--- src/rtl/cache_fill_engine.sv ---
// Cache block-fill controller: one read request per cycle per block word, in-order responses written to the data array, then a tag write. CACHE_FILL_CRIT_WORD_FIRST_EN enables critical-word-first ordering and crit_ready.
// Latency: first request the cycle after the miss; the tag write follows the last response by one cycle; busy is combinational in the miss cycle.
// Backpressure: none accepted from memory; busy stalls the pipeline from the miss cycle through DONE.
module cache_fill_engine #(
    parameter int ADDR_W          = 16,
    parameter int DATA_W          = 16,
    parameter int WORDS_PER_BLOCK = 8
) (
    input  logic              clk,
    input  logic              rst,
    input  logic              miss_detected,
    input  logic [ADDR_W-1:0] miss_address,
    input  logic [DATA_W-1:0] mem_data_in,
    input  logic              mem_data_valid,
    output logic              mem_req,
    output logic [ADDR_W-1:0] mem_addr,
    output logic              busy,
    output logic              data_we,
    output logic [ADDR_W-1:0] data_addr,
    output logic [DATA_W-1:0] data_out,
    output logic              tag_we,
    output logic [ADDR_W-1:0] tag_addr,
    output logic              crit_ready
);
    localparam int BYTES_PER_WORD = DATA_W / 8;
    localparam int BSH            = $clog2(BYTES_PER_WORD);
    localparam int OFF_W          = $clog2(WORDS_PER_BLOCK * BYTES_PER_WORD);
    localparam int IDX_W          = $clog2(WORDS_PER_BLOCK);
    localparam int CNT_W          = IDX_W + 1;

    typedef enum logic [1:0] {
        IDLE = 2'd0,
        FILL = 2'd1,
        DONE = 2'd2
    } state_t;

    state_t            state_q, state_d;
    logic [ADDR_W-1:0] base_q, base_d;
    logic [IDX_W-1:0]  start_q, start_d;
    logic [CNT_W-1:0]  issue_q, issue_d;
    logic [CNT_W-1:0]  recv_q, recv_d;
    logic [IDX_W-1:0]  miss_idx;
    logic [IDX_W-1:0]  issue_idx;
    logic [IDX_W-1:0]  recv_idx;
    logic              in_fill;
    logic              req_now;
    logic              wr_now;

`ifdef CACHE_FILL_CRIT_WORD_FIRST_EN
    logic crit_q, crit_d;
    assign miss_idx   = miss_address[OFF_W-1:BSH];
    assign crit_d     = wr_now && (recv_q == '0);
    assign crit_ready = crit_q;
`else
    assign miss_idx   = '0;
    assign crit_ready = 1'b0;
`endif

    assign in_fill   = (state_q == FILL);
    assign req_now   = in_fill && (issue_q < CNT_W'(WORDS_PER_BLOCK));
    assign wr_now    = in_fill && mem_data_valid;
    // Index arithmetic is IDX_W wide, so the wrap modulo block size is free.
    assign issue_idx = start_q + issue_q[IDX_W-1:0];
    assign recv_idx  = start_q + recv_q[IDX_W-1:0];

    assign mem_req   = req_now;
    assign mem_addr  = req_now ? base_q + (ADDR_W'(issue_idx) << BSH) : '0;
    assign data_we   = wr_now;
    assign data_addr = wr_now ? base_q + (ADDR_W'(recv_idx) << BSH) : '0;
    assign data_out  = wr_now ? mem_data_in : '0;
    assign tag_we    = (state_q == DONE);
    assign tag_addr  = (state_q != IDLE) ? base_q : '0;
    assign busy      = !rst && ((state_q != IDLE) || miss_detected);

    always_comb begin
        state_d = state_q;
        base_d  = base_q;
        start_d = start_q;
        issue_d = issue_q;
        recv_d  = recv_q;
        case (state_q)
            IDLE: begin
                if (miss_detected) begin
                    base_d  = {miss_address[ADDR_W-1:OFF_W], {OFF_W{1'b0}}};
                    start_d = miss_idx;
                    issue_d = '0;
                    recv_d  = '0;
                    state_d = FILL;
                end
            end
            FILL: begin
                if (req_now) begin
                    issue_d = issue_q + CNT_W'(1);
                end
                if (mem_data_valid) begin
                    recv_d = recv_q + CNT_W'(1);
                    if (recv_q == CNT_W'(WORDS_PER_BLOCK - 1)) begin
                        state_d = DONE;
                    end
                end
            end
            DONE:    state_d = IDLE;
            default: state_d = IDLE;
        endcase
    end

    always_ff @(posedge clk or posedge rst) begin
        if (rst) begin
            state_q <= IDLE;
            base_q  <= '0;
            start_q <= '0;
            issue_q <= '0;
            recv_q  <= '0;
`ifdef CACHE_FILL_CRIT_WORD_FIRST_EN
            crit_q  <= 1'b0;
`endif
        end else begin
            state_q <= state_d;
            base_q  <= base_d;
            start_q <= start_d;
            issue_q <= issue_d;
            recv_q  <= recv_d;
`ifdef CACHE_FILL_CRIT_WORD_FIRST_EN
            crit_q  <= crit_d;
`endif
        end
    end
endmodule

--- config.mk ---
export PLATFORM = sky130hd
export DESIGN_NAME = cache_fill_engine
export DESIGN_NICKNAME = d
export VERILOG_FILES = /design/src/rtl/cache_fill_engine.sv
export SDC_FILE = /design/constraint.sdc
export NUM_CORES = 1
export LEC_CHECK = 0
export CAP_MARGIN = 20
export CORE_AREA = 3 3 69 71
export CTS_CLUSTER_SIZE = 20
export DETAILED_ROUTE_END_ITERATION = 8
export DIE_AREA = 0 0 72 74
export PLACE_DENSITY_LB_ADDON = 0.12
export SLEW_MARGIN = 30
export SYNTH_ARGS = -nofsm -noshare
export SYNTH_HDL_FRONTEND = slang
export SYNTH_SLANG_ARGS = --single-unit
--- constraint.sdc ---
create_clock -name clk -period 2.1 [get_ports clk]
set_clock_uncertainty 0.05 [all_clocks]
set_input_delay 0.21 -clock clk [delete_from_list [all_inputs] [get_ports clk]]
set_output_delay 0.21 -clock clk [all_outputs]
set_load 0.1 [all_outputs]
### After elaboration in Yosys (flattened, before gate mapping)

Index checks and enable logic that the tools add are counted.

* flip-flop bits (word level): 22
* input port bits: 36
* output and inout port bits: 69
* word-level logic and storage cells: 41

* add/subtract/negate cells: 4
* $lt $le $gt $ge: 1
* eq/ne operators: 7
* multiplexer cells: 13
* reduce and logical (&&, ||, !) cells: 12

Operators by type and width (count)
* $mux W16: 4
* $add A16 B4 Y16: 2
* $pmux W4 S2: 2
* $mux W4: 3
* $reduce_and A3 Y1: 3
* $add A4 B1 Y4 const B: 2
* $mux W2: 3
* $eq A4 B3 Y1 const B: 1
* $lt A4 B4 Y1 const B: 1
* $ne A2 B1 Y1 const B: 2
* $ne A2 B2 Y1 const B: 2
* $pmux W2 S2: 1
* $reduce_bool A2 Y1: 2
* $logic_and A1 B1 Y1: 3
* $eq A2 B1 Y1 const B: 1
* $eq A2 B2 Y1 const B: 1
* $logic_not A2 Y1: 1
* $reduce_and A2 Y1: 1
* $logic_not A1 Y1: 1
* $logic_or A1 B1 Y1: 1

### Logic depth before layout (Yosys ltp)

* depth after elaboration: 4
* depth in mapped cells: 6
* gate-level depth less buffers: 4

### Worst setup path after synthesis

Ideal clock, no wire load.

* path type: register to output
* start: register state_q[0]
* end: output mem_addr[10]
* arrival: 2.721 ns
* data required time: 1.840 ns
* slack: -0.881 ns
* cell stages (with the launch flop): 5
* path buffers: 2
* cells stage by stage: dfrtp_1 > buf_2 > nor3b_2 > clkbuf_1 > and2_1

* word-level cells in the longest chain between the ends: 3

Ends and longest elaborated chain
* start: declaration: RTL line 37 `state_t state_q, state_d;`
* start signal: assignment: RTL line 118 `state_q <= state_d;`
* $eq A2 B1 Y1: RTL line 59 `assign in_fill = (state_q == FILL);`
* $logic_and A1 B1 Y1: RTL line 60 `assign req_now = in_fill && (issue_q < CNT_W'(WORDS_PER_BLOCK));`
* net mem_req: RTL line 15 `output logic mem_req,`
* $mux W16: RTL line 67 `assign mem_addr = req_now ? base_q + (ADDR_W'(issue_idx) << BSH) : '0;`
* end: declaration: RTL line 16 `output logic [ADDR_W-1:0] mem_addr,`

The timed path passes the listed nets, and every way through them passes these cells.

### Worst setup path after layout

* start: register state_q[1]
* end: output data_out[5]

* word-level cells in the longest chain between the ends: 3

Ends and longest elaborated chain
* $eq A2 B1 Y1: RTL line 59
* $logic_and A1 B1 Y1: RTL line 61 `assign wr_now = in_fill && mem_data_valid;`
* $mux W16: RTL line 70 `assign data_out = wr_now ? mem_data_in : '0;`
* end: declaration: RTL line 20 `output logic [DATA_W-1:0] data_out,`

No other way between the ends.

==> reports/qor.yml <==
clockRootBuffer: "clkbuf_8"
syn_area_mm2: 0.001451
arrival_ns: 1.67
status: "finished clean"
path_max_fanout: 23
insertion_delay_ns: 0.26
synth_compound_area_share_pct: 5.086
synth-seq-area-share_pct: 37.93
io_buffer_count: 93
fmax_mhz: 517.2
start_kind: "register"
most-common-layout-cells: "buf_12, clkdlybuf4s50_1, and2_1"
finalCritPeriodShare_pct: 92.07
drcViolationCount: 0
antenna-diode-count: 0
routed_wl_mm: 4.084
whs_ns: 0.2478
drt-pass1-iter-count: 4
yosysUniqueCellTypes: 28
grt_util_all_layers_pct: 15.72
post_cts_buffers: 0
nNetsFinal: 279
ys_seq_elements: 22
die_height_um: 74
die_area_mm2: 0.005328
antenna_left: 0
setup_violations: 0
layout-drive-gt1-share_pct: 45.83
areaGrowthSynthToFinish_pct: 114.1
initial_core_util_pct: 33.80
synth-edff-count: 0
syn_inst: 146
fp-row-count: 24
ys.warnings.count: 0
cts_buffer_depth: 2
hold_buffers: 0
design_area_mm2: 0.003108
hp-class: "in2async"
cp-end-kind: "output pin"
synthXorXnorAreaFrac_pct: 0
core_mm2: 0.004294
grt_pass1_wl_mm: 6.430
async_reset_ff_share_pct: 100.0
fp.dieW_um: 72
grt_pass1_vias: 1227
htreeDepth: 1
fin_crit_ns: 1.933
ioPinCount: 105
vias_per_cell: 4.514
final_common_cell: "buf_12"
syn_avg_cell_area_um2: 9.941
numCtsBuffers: 3
synth-adder-area-share_pct: 1.724
slew_violations: 0
cts_tree: "built"
maxCapViolations: 0
timing_worst_setup_path_type: "reg2out"
cp.required_ns: 1.84
wl_per_cell_um: 13.99
antenna_found_initial: 0
dp_hpwl_mm: 3.250
final_hold_viol_count: 0
numClockSinks: 22
synthMuxAreaShare_pct: 14.14
path_clk_slew_ns: 0.08
overflow: 0
via_count: 1318
synth-simple-area-share_pct: 31.90
nFillCells: 321
place_area_mm2: 0.003048
synth_top_family_by_area: "simple AND/OR/NAND/NOR gates"
synthFlopType: "dfrtp_1"
place.gp.congestion: 0.7810
drtIter0Drc: 19
rsz0062_at_grt: "false"
grt_max_degree: 24
r2r_cells: 2
cells in the mapped netlist (2+ instances only):
| library cell | instances | area [µm²] |
|---|---|---|
| and2_1 | 45 | 281.5 |
| dfrtp_1 | 22 | 550.5 |
| nor2b_1 | 14 | 87.58 |
| mux2_2 | 8 | 90.09 |
| buf_4 | 7 | 52.55 |
| mux2_4 | 7 | 105.1 |
| nor2_1 | 6 | 22.52 |
| clkbuf_1 | 5 | 18.77 |
| a22o_1 | 4 | 35.03 |
| inv_1 | 3 | 11.26 |
| nand2_1 | 3 | 11.26 |
| buf_6 | 2 | 22.52 |
| ha_1 | 2 | 25.02 |
| nand3b_1 | 2 | 15.01 |
| nor3_1 | 2 | 10.01 |
| o21ai_0 | 2 | 10.01 |
worst paths after layout:
path,start,to,slack (ns)
max reg2reg,state_q[1]$_DFFE_PP0P_,base_q[8]$_DFFE_PP0P_,0.51
min,rst,issue_q[1]$_DFFE_PP0P_,0.25
min in group clk,recv_q[3]$_DFFE_PP0P_,state_q[1]$_DFFE_PP0P_,0.44
min reg2reg,recv_q[3]$_DFFE_PP0P_,state_q[1]$_DFFE_PP0P_,0.44
max,state_q[1]$_DFFE_PP0P_,data_out[5],0.17
max in group asynchronous,rst,state_q[0]$_DFFE_PP0P_,1.51
critical path: stages (launching register included):
cell and delay (ns):
dfrtp_1 0.50, nand3b_1 0.23, inv_1 0.10, buf_6 0.19, and2_1 0.20, buf_12 0.18
per-layer routing:
layer / track usage [%] / routed length (µm) / up-vias
met1: 18.47 / 1661 / 615
li1: - / - / 649
met2: 29.59 / 2201 / 50
met5: 0 / 0 / -
met3: 4.189 / 201 / 4
met4: 1.879 / 19 / 0
layout make-up:
| type | count | area [µm²] | share of cell area, % |
|---|---|---|---|
| clock buffers | 4 | 55.05 | 1.771 |
| inverters | 3 | 11.26 | 0.3623 |
| multi-input cells | 111 | 829.5 | 26.69 |
| flip-flops and latches | 22 | 551.8 | 17.75 |
| well taps | 52 | 65.06 | 2.093 |
| repair buffers | 100 | 1595 | 51.33 |
what timing repair did:
item | in CTS | in global routing
setup endpoints to repair | 0 | 6
resized for setup | 0 | 2
hold endpoints to repair | 0 | 0
sequential cells by signal, indices dropped and copies added (netlist names):
name     count
recv_q       4
state_q      2
base_q      12
issue_q      4
through the flow:
| stage | setup TNS, ns | setup slack [ns] | util, % | instances |
|---|---|---|---|---|
| 6_report | 0 | 0.1666 | 72.38 | 292 |
| 3_5_place_dp | 0 | 0.2113 | 70.98 | 288 |
| 5_1_grt | 0 | 0.05369 | 72.38 | 292 |
| 4_1_cts | 0 | 0.09305 | 72.26 | 292 |
| 2_1_floorplan | -2.947 | -0.2772 | - | 152 |
| 3_3_place_gp | 0 | 0.2442 | 70.98 | 288 |
kinds of logic (layout without fill, tap and decap cells):
logic type,Yosys count,in the layout
AOI/OAI and AO/OA,10,10
adders and majority gates,2,2
buffers and inverters,19,107
DFF,22,22
muxes,16,16
other,1,7
and+or+nand+nor,76,76
Power is not shown: default switching activity piles up to over one toggle a cycle in this logic, so the estimate is an artifact.
